[src/rtl/letreiro_controlador.sv]
// Sequencing controller for the six-digit rotating marquee.
// Debounces the raw switches and produces load, shift and direction strobes for the ring datapath.

module letreiro_debounce #(
    parameter int DEB_CYC = 500_000
) (
    input  logic clk50MHZ,
    input  logic rst_n,
    input  logic raw,
    output logic db
);
    localparam int DW = (DEB_CYC > 1) ? $clog2(DEB_CYC) : 1;

    logic          sync1;
    logic          sync2;
    logic [DW-1:0] cnt;

    // The synchronized value must differ from db for DEB_CYC consecutive cycles before db follows it.
    always_ff @(posedge clk50MHZ or negedge rst_n) begin
        if (!rst_n) begin
            sync1 <= 1'b0;
            sync2 <= 1'b0;
            db    <= 1'b0;
            cnt   <= '0;
        end else begin
            sync1 <= raw;
            sync2 <= sync1;
            if (sync2 != db) begin
                if (cnt == DW'(DEB_CYC - 1)) begin
                    db  <= sync2;
                    cnt <= '0;
                end else begin
                    cnt <= cnt + 1'b1;
                end
            end else begin
                cnt <= '0;
            end
        end
    end
endmodule

// state | meaning
// RST   | first cycle after reset release
// CARGA | datapath takes the initial pattern (load=1), offset cleared
// GIRA  | rotating, one shift every DIV cycles
// PAUSA | paused, single steps via the step button
module letreiro_controlador #(
    parameter int DIV     = 20_000_000,
    parameter int DEB_CYC = 500_000,
    parameter int N_DISP  = 6
) (
    input  logic       clk50MHZ,
    input  logic       rst_n,
    input  logic       stop,
    input  logic       dir_sw,
    input  logic       step,
    output logic       load,
    output logic       shift_en,
    output logic       shift_dir,
    output logic [2:0] offset,
    output logic       running
);
    typedef enum logic [1:0] {
        RST   = 2'd0,
        CARGA = 2'd1,
        GIRA  = 2'd2,
        PAUSA = 2'd3
    } state_t;

    localparam int         CW   = $clog2(DIV);
    localparam logic [2:0] LAST = 3'(N_DISP - 1);

    state_t        state;
    state_t        state_nxt;
    logic          stop_db;
    logic          dir_db;
    logic          step_db;
    logic          step_prev;
    logic          step_pulse;
    logic [CW-1:0] cnt;
    logic          tick;
    logic          shift_c;

    letreiro_debounce #(.DEB_CYC(DEB_CYC)) u_deb_stop (
        .clk50MHZ (clk50MHZ),
        .rst_n    (rst_n),
        .raw      (stop),
        .db       (stop_db)
    );

    letreiro_debounce #(.DEB_CYC(DEB_CYC)) u_deb_dir (
        .clk50MHZ (clk50MHZ),
        .rst_n    (rst_n),
        .raw      (dir_sw),
        .db       (dir_db)
    );

    letreiro_debounce #(.DEB_CYC(DEB_CYC)) u_deb_step (
        .clk50MHZ (clk50MHZ),
        .rst_n    (rst_n),
        .raw      (step),
        .db       (step_db)
    );

    always_ff @(posedge clk50MHZ or negedge rst_n) begin
        if (!rst_n) begin
            step_prev <= 1'b0;
        end else begin
            step_prev <= step_db;
        end
    end

    assign step_pulse = step_db & ~step_prev;

    // Counter only runs in GIRA, so every entry into GIRA starts a full DIV period.
    always_ff @(posedge clk50MHZ or negedge rst_n) begin
        if (!rst_n) begin
            cnt <= '0;
        end else if (state == GIRA) begin
            cnt <= tick ? '0 : cnt + 1'b1;
        end else begin
            cnt <= '0;
        end
    end

    assign tick = (state == GIRA) && (cnt == CW'(DIV - 1));

    always_ff @(posedge clk50MHZ or negedge rst_n) begin
        if (!rst_n) begin
            state <= RST;
        end else begin
            state <= state_nxt;
        end
    end

    always_comb begin
        state_nxt = state;
        shift_c   = 1'b0;
        case (state)
            RST:   state_nxt = CARGA;
            CARGA: state_nxt = stop_db ? PAUSA : GIRA;
            GIRA: begin
                if (stop_db) begin
                    state_nxt = PAUSA;
                end else if (tick) begin
                    shift_c = 1'b1;
                end
            end
            PAUSA: begin
                // A step arriving with the stop release is served first; rotation resumes a cycle later.
                if (step_pulse) begin
                    shift_c = 1'b1;
                end else if (!stop_db) begin
                    state_nxt = GIRA;
                end
            end
            default: state_nxt = RST;
        endcase
    end

    always_ff @(posedge clk50MHZ or negedge rst_n) begin
        if (!rst_n) begin
            offset <= 3'd0;
        end else if (state == CARGA) begin
            offset <= 3'd0;
        end else if (shift_c) begin
            if (dir_db) begin
                offset <= (offset == 3'd0) ? LAST : offset - 3'd1;
            end else begin
                offset <= (offset == LAST) ? 3'd0 : offset + 3'd1;
            end
        end
    end

    // All strobes decode registered state, so shift_dir and the offset step always agree.
    assign load      = (state == CARGA);
    assign running   = (state == GIRA);
    assign shift_en  = shift_c;
    assign shift_dir = dir_db;
endmodule
[config.mk]
export PLATFORM = sky130hd
export DESIGN_NAME = letreiro_controlador
export DESIGN_NICKNAME = d
export VERILOG_FILES = /design/src/rtl/letreiro_controlador.sv
export SDC_FILE = /design/constraint.sdc
export NUM_CORES = 1
export LEC_CHECK = 0
export CORE_UTILIZATION = 65
export DETAILED_ROUTE_END_ITERATION = 6
export PLACE_DENSITY = 0.88
export SYNTH_ARGS = -nofsm -noshare
export SYNTH_HDL_FRONTEND = slang
export SYNTH_SLANG_ARGS = --single-unit
[constraint.sdc]
create_clock -name clk50MHZ -period 6 [get_ports clk50MHZ]
set_clock_uncertainty 0.2 [all_clocks]
set_input_delay 1.2 -clock clk50MHZ [delete_from_list [all_inputs] [get_ports clk50MHZ]]
set_output_delay 1.2 -clock clk50MHZ [all_outputs]
set_load 0.03 [all_outputs]
* After elaboration in Yosys (flattened, before gate mapping)
Cells that the tools add are included.
** Storage, ports and cells
- Flip-flop bits (word level) :: 97
- Bits of input ports :: 5
- Output and inout bits :: 7
- Word-level logic and storage cells :: 68
** Cells by class
- $add $sub $neg :: 6
- Equal/unequal tests :: 14
- Mux-type cells :: 22
- Bitwise gates (word level) :: 2
- Reduce and logical (&&, ||, !) cells :: 8
** Operators with widths (number)
- 2-to-1 mux 19 bit :: 6
- adder 19 x 1 -> 19 bit, second input constant :: 3
- == test 19 bit, second input constant :: 3
- 2-to-1 mux 25 bit :: 2
- adder 25 x 1 -> 25 bit, second input constant :: 1
- == test 25 bit, second input constant :: 1
- 2-to-1 mux 3 bit :: 5
- one-hot mux 2 bit (4 select lines) :: 1
- 2-to-1 mux 2 bit :: 3
- AND reduction 2 bit :: 3
- == test 2 bit, second input constant :: 2
- 2-to-1 mux 1 bit :: 4
- != test 2 bit, second input constant :: 2
- adder 3 x 1 -> 3 bit, second input constant :: 1
- == test 3 bit, second input constant :: 1
- logical NOT 3 bit :: 1
- != test 1 bit :: 3
- AND reduction 3 bit :: 1
- subtractor 3 x 1 -> 3 bit, second input constant :: 1
- == test 2 x 1 -> 1 bit, second input constant :: 1
- logical NOT 2 bit :: 1
- != test 2 x 1 -> 1 bit, second input constant :: 1
- one-hot mux 1 bit (2 select lines) :: 1
- nonzero test 2 bit :: 1
- 3 further kinds :: 3

* Depth between registers and ports, before layout
Gate-level depths: netlist of run 1.
- Depth in word-level cells :: 7
- Depth in mapped cells :: 9

* Cells and area by module
Synthesis of run 1 repeated with hierarchy kept, for this count alone.
** Second synthesis, totals
- Cells, all modules :: 480
- Area total of the unflattened synthesis :: 4864.7 um^2
** By module, submodules not included
- letreiro_debounce :: times used 3, cells an instance 105, area each 1079.8 um^2
- letreiro_controlador :: times used 1, cells an instance 165, area each 1625.3 um^2

* Least setup slack after synthesis of run 1
OpenSTA, ideal clock, no wires.
- Kind :: register -> output
- Start :: register cnt[0]
- End :: output shift_en
- Data arrival time :: 1.924 ns
- Data required time :: 4.600 ns
- Setup slack :: 2.676 ns
- Cell stages (with the launch flop) :: 8
- Path buffers :: 1
- Cells stage by stage :: dfrtp_1 > ha_1 > nand4_1 > or2_1 > buf_6 > nor4_2 > nand3b_1 > a21oi_1
** Between the ends
- Cells in the longest elaborated chain, start to end :: 5
** Ends and longest elaborated chain
- start, declared :: line 80 : logic [CW-1:0] cnt;
- start signal, assigned :: line 120 : cnt <= tick ? '0 : cnt + 1'b1;
- == test 25 bit :: line 126 : assign tick = (state == GIRA) && (cnt == CW'(DIV - 1));
- logical AND 1 bit :: line 126
- 2-to-1 mux 1 bit :: line 145 : end else if (tick) begin
- 2-to-1 mux 1 bit :: line 143 : if (stop_db) begin
- one-hot mux 1 bit (2 select lines) :: line 139 : case (state)
- end, declared :: line 58 : output logic shift_en,
No other way between the ends.

* Final worst setup path of run 1
Same ends and word-level chain as after synthesis.

==> results of run 1 <==
-- registers in the layout, indices dropped and copies added, names as in the netlist, 2 cells and up --
signal	flops
cnt	25
offset	3
state	2
u_deb_dir.cnt	19
u_deb_step.cnt	19
u_deb_stop.cnt	19
-- cell type report --
cell class	count	area [um^2]	share of cell area (%)
Clock buffer	10	128	2.50
Clock inverter	6	91.3	1.79
Inverter	15	56.3	1.10
Multi-Input combinational cell	359	2170	42.5
Sequential cell	97	2430	47.5
Tap cell	96	120	2.35
Timing Repair Buffer	12	115	2.25
-- through the flow --
stage	hold WS [ns]	cells	utilization (%)	power, mW	setup WS (ns)
6_report	0.152	595	74.0	1.16	1.74
5_1_grt	0.165	595	74.0	1.20	1.56
4_1_cts	0.157	595	74.0	1.17	1.75
3_5_place_dp	0.136	579	70.8	0.712	2.15
3_3_place_gp	0.137	579	70.8	0.710	2.31
2_1_floorplan	0.131	482	-	0.693	2.68
-- cell families (layout without fill, tap and decap cells) --
logic type / Yosys count / in the layout / share of synthesized area [%]
adders and majority gates: 5 / 5 / 1.32
muxes: 6 / 6 / 1.38
AOI/OAI and AO/OA: 23 / 23 / 2.91
xor gates and xnor gates: 73 / 73 / 13.5
DFF: 97 / 97 / 51.3
buffers and inverters: 26 / 43 / 2.80
and+or+nand+nor: 252 / 252 / 26.8
-- layer usage --
metal	routed length [um]	GRT usage, %
met1	3600	29.4
met5	0	0
met2	4280	43.5
met4	293	11.9
met3	352	5.50
-- cells in the final DEF, fill, tap and decap left out, drive strengths merged, types with 5 or more instances in the layout --
cell	n
nor2	105
dfrtp	97
xnor2	38
xor2	35
nand3	34
nand2	33
nand4	16
inv	16
and3	12
clkdlybuf4s50	10
o21ai	10
clkbuf	10
nor4	10
nor3	9
a21oi	6
and4	5
ha	5
or2	5
-- how the worst min path moves through the flow --
stage / from / end / slack, ns / cells past startpoint
5_1_grt: u_deb_stop.sync1$_DFF_PN0_ / u_deb_stop.sync2$_DFF_PN0_ / 0.17 / 0
3_3_place_gp: u_deb_stop.sync1$_DFF_PN0_ / u_deb_stop.sync2$_DFF_PN0_ / 0.14 / 0
6_report: u_deb_stop.sync1$_DFF_PN0_ / u_deb_stop.sync2$_DFF_PN0_ / 0.15 / 0
3_5_place_dp: u_deb_stop.sync1$_DFF_PN0_ / u_deb_stop.sync2$_DFF_PN0_ / 0.14 / 0
4_1_cts: u_deb_stop.sync1$_DFF_PN0_ / u_deb_stop.sync2$_DFF_PN0_ / 0.16 / 0
2_1_floorplan: u_deb_dir.sync1$_DFF_PN0_ / u_deb_dir.sync2$_DFF_PN0_ / 0.13 / 0
-- where the power goes --
group          leakage [nW]  internal (mW)  total (mW)  switching (mW)
sequential             1.31          0.660       0.666         0.00591
clock                 0.111          0.237       0.458           0.221
combinational         0.810        0.00878      0.0318          0.0230
-- worst register-to-register path: stages (launching register included) --
cell and delay (ns):
dfrtp_1 0.40, ha_1 0.22, nand4_1 0.14, or2_1 0.37, nor4_2 0.29, nand2b_1 0.77
nor2_1 0.19
==> results.md, run 1 <==
- Dominant cells by area after synthesis: dfrtp_1 51%, nor2_1 8.3%, xnor2_1 7.0%
- Crit path kind: reg -> out
- Drt initial violations: 243
- Mapped Cells: 482
- Required time of the critical path: 4.60 ns
- Syn nets: 492
- Final WL: 8530 um
- Core area: 6910 um^2
- Clock-pin slew on the worst setup and hold paths: 0.09 ns
- Global-route wire length before repair: 14500 um
- Hold Fails Final Rpt: 0
- Bufs on Longest Clock Path: 2
- Leading cell types by count after synthesis: 105 x nor2_1, 97 x dfrtp_1, 38 x xnor2_1, 35 x xor2_1, 34 x nand3_1
- Setup crit end: shift_en
- Remaining Overflow, GRT: 0
- Max IR drop VDD: 0.000156 V
- Async SR Flop Fraction: 100%
- Crit Reg-Reg Startpoint: cnt[0]$_DFF_PN0_
- Design Area, Final: 5110 um^2
- Tmin final: 4.26 ns
- Io pins: 12
- Post-synth top area share: 51.3%
- CP Launch Type: register
- Max cap viols: 0
- Sequential fraction of the synthesis area: 51.3%
- DP HPWL: 6070 um
- Die height: 87.3 um
- Yosys Warn Count: 0
- Fillers: 515
- Unique cell type count in the Yosys netlist: 43
- WL/cell: 14.3 um
- Fin Setup TNS: 0 ns
- Rel. slew slack: 37.8%
- Crit. End Element: output port
- Most numerous cell in the Yosys netlist: nor2_1
- I/O Buffers: 11
- Inserted Clock Buffers: 9
- RSZ-0062 raised after global routing: false
- R2R depth: 6
- PD cells: 226 nW/um^2
- Nets: 504
- Fmax: 235 MHz
- Status: complete, no violations
- Number of diodes: 0
- Final worst-path cycle share: 71.0%
- Number of hold buffers added after CTS: 0
- CTS tree: built
- Die area: 7620 um^2
- Vias per cell: 5.74
- Initial antenna violation count: 0
- FF-to-FF End: cnt[14]$_DFF_PN0_
- Worst-Skew Late Latency: 0.36 ns
- Worst min-delay path category: reg -> reg
- Via Count: 3416
- Slowest stage delay, CP: 0.73 ns
- Initial Util: 68.5%
- Fraction of layout cells with a size suffix above 1: 6.41%
- Worst Max-Slew Pin Slew: 0.933 ns
- Vias in the first global route: 3376
- Syn-to-layout area delta: 7.99%
- DRC viols: 0
- Endpoints failing setup: 0
- Pre-antenna DRT Iters: 4
- Clock sink count: 97
- CP Depth: 7
- Register bit total from synthesis: 97
- Pin count of the biggest net entering global routing: 75
- Worst path slowest cell: clkdlybuf4s50_1
- Buffers & Inverters on Critical Path: 1
- Crit-path cells: ha_1 > nand4_1 > or2_1 > nor4_2 > nand3b_1 > a21oi_1 > clkdlybuf4s50_1
- Placer Congestion: 0.863
- CP top delay family: simple AND/OR/NAND/NOR gates
- Post-CTS sizing: 0
- Total global-route track usage: 25.0%
- # Post-CTS Setup Buffers: 0
- Crit-path max FO: 6
- Mean Syn Cell Area: 9.81 um^2
- Crit path DAT: 2.86 ns
- Routed Antenna Nets: 0
- Yosys top cell by area: dfrtp_1
- Max-slew violation total from the final report: 0
- Post-synthesis cell area: 4730 um^2
- Die width: 87.3 um
- Top FF cell, synth: dfrtp_1
- CP startpoint: cnt[0]$_DFF_PN0_
- CTS Root Cell: clkbuf_8
- Core Rows: 30
- Post-DP Area: 4890 um^2
- Leak pwr: 2.23 nW
- Post-synth EDFFs: 0
- R2r setup slk: 3.26 ns
- H-tree Lvls: 3
No activity file was read; power rests on OpenSTA's default activity.
==> run 2, diff against run 1 <==
- CORE_UTILIZATION: 65 -> 62
- PLACE_DENSITY: 0.88 -> 0.85
- clock period: 6 -> 4.1 ns (I/O delays scaled with it)
==> results.md, run 2 (synthesized netlist as in run 1, its figures left out) <==
- Number of hold buffers added after CTS: 0
- Fraction of layout cells with a size suffix above 1: 6.60%
- Syn-to-layout area delta: 8.46%
- Max IR drop VDD: 0.000164 V
- PD cells: 335 nW/um^2
- Most common cell after layout, fill and taps aside: nor2_1
- Fillers: 519
- Fmax: 263 MHz
- Crit. End Element: output port
- Post-DP Area: 4900 um^2
- Io pins: 12
- Crit-path cells: ha_1 > nand4_1 > or2_1 > nor4_2 > nand3b_1 > a21oi_1 > clkdlybuf4s50_1
- Core area: 7330 um^2
- Die width: 89.4 um
- Routed Antenna Nets: 0
- CTS Root Cell: clkbuf_8
- Design Area, Final: 5130 um^2
- Tmin final: 3.80 ns
- DRC viols: 0
- R2r setup slk: 1.44 ns
- Crit path DAT: 2.78 ns
- Worst min-delay path category: reg -> reg
- Inserted Clock Buffers: 9
- Status: complete, no violations
- Non-filler cells, final: 599
- Hold_ws: 0.141 ns
- Nets: 505
- Global-route wire length before repair: 14200 um
- Hold Crit Start: u_deb_stop.sync1$_DFF_PN0_
- FF-to-FF End: cnt[6]$_DFF_PN0_
- Final WL: 8400 um
- Rel. slew slack: 37.7%
- Final worst-path cycle share: 92.7%
- Crit Reg-Reg Startpoint: cnt[0]$_DFF_PN0_
- Worst-Skew Late Latency: 0.36 ns
- Endpoints failing setup: 0
- Bufs on Longest Clock Path: 2
- Clock sink count: 97
- Largest Register: cnt
- Crit-path max FO: 6
- I/O Buffers: 11
- R2R depth: 6
- RSZ-0062 raised after global routing: false
- Commonest non-fill, non-tap cells in the layout: 105 x nor2_1, 97 x dfrtp_1, 38 x xnor2_1
- Max reg flops: 25
- Core Rows: 31
- Slowest stage delay, CP: 0.71 ns
- Worst hold stages: 0
- Via Count: 3369
- # Post-CTS Setup Buffers: 0
- Post-CTS sizing: 0
- Clock-pin slew on the worst setup and hold paths: 0.09 ns
- Number of diodes: 0
- Worst Hold Endpoint: u_deb_stop.sync2$_DFF_PN0_
- Worst path slowest cell: clkdlybuf4s50_1
- Leak pwr: 2.23 nW
- Worst Max-Slew Pin Slew: 0.935 ns
- Max cap viols: 0
- H-tree Lvls: 3
- CP startpoint: cnt[0]$_DFF_PN0_
- Crit path kind: reg -> out
- Remaining Overflow, GRT: 0
- Fin Setup TNS: 0 ns
- CTS tree: built
- Placer Congestion: 0.828
- Initial antenna violation count: 0
- Pwr Total: 1.72 mW
- Placed cells: 583
- Max-slew violation total from the final report: 0
- Vias in the first global route: 3129
- Pin count of the biggest net entering global routing: 45
- Pre-antenna DRT Iters: 4
- DP HPWL: 5690 um
- Required time of the critical path: 3.08 ns
- Total global-route track usage: 23.3%
- Vias per cell: 5.62
- Die area: 7980 um^2
- Hold Fails Final Rpt: 0
- WL/cell: 14.0 um
- Die height: 89.4 um
- CP Launch Type: register
- Drt initial violations: 199
- Initial Util: 64.5%
run 2: changes by cell type in the layout (fill, tap and decap cells not counted):
cell / before / now
buf_4: 2 / 3
clkbuf_8: 9 / 11
clkinv_2: 1 / 0
clkinv_4: 2 / 0
clkinvlp_4: 0 / 2
inv_6: 1 / 0
run 2: how the worst max path moves through the flow:
stage                          end  slack, ns
after global routing      shift_en       0.15
after floorplan           shift_en       1.16
final                     shift_en       0.30
after CTS                 shift_en       0.30
after detailed placement  shift_en       0.70
after global placement    shift_en       0.72
run 2: cell type report:
type / instances / area, um^2 / area share (%)
clock buffers: 12 / 155 / 3.02
clock inverters: 4 / 75.1 / 1.46
inverters: 15 / 56.3 / 1.10
multi-input cells: 359 / 2170 / 42.3
flip-flops and latches: 97 / 2430 / 47.3
well taps: 99 / 124 / 2.41
repair buffers: 13 / 123 / 2.39
run 2: power breakdown:
group / total (mW) / leakage (nW) / internal, mW / switching [mW]
registers: 0.975 / 1.31 / 0.966 / 0.00902
clock network: 0.696 / 0.109 / 0.377 / 0.319
logic: 0.0472 / 0.815 / 0.0133 / 0.0339
total: 1.72 / 2.23 / 1.36 / 0.362
run 2: stage by stage:
| stage | utilization, % | worst slack (ns) |
|---|---|---|
| after floorplan | - | 1.16 |
| after global placement | 66.9 | 0.722 |
| after detailed placement | 66.9 | 0.697 |
| after CTS | 70.0 | 0.298 |
| after global routing | 70.0 | 0.149 |
| final | 70.0 | 0.301 |
run 2: critical path, delay by kind of cell, from the launching register on:
family	cells	cell delay [ns]
DFF	1	0.39
buffers and inverters	1	0.71
adders and majority gates	1	0.21
and+or+nand+nor	4	0.90
AOI/OAI and AO/OA	1	0.21
run 2: layer usage:
metal / wire length (um) / vias up / GRT usage, %
li1: - / 1643 / -
met1: 3940 / 1660 / 31.5
met2: 4070 / 52 / 38.1
met3: 248 / 14 / 4.52
met4: 134 / 0 / 7.65
met5: 0 / - / 0
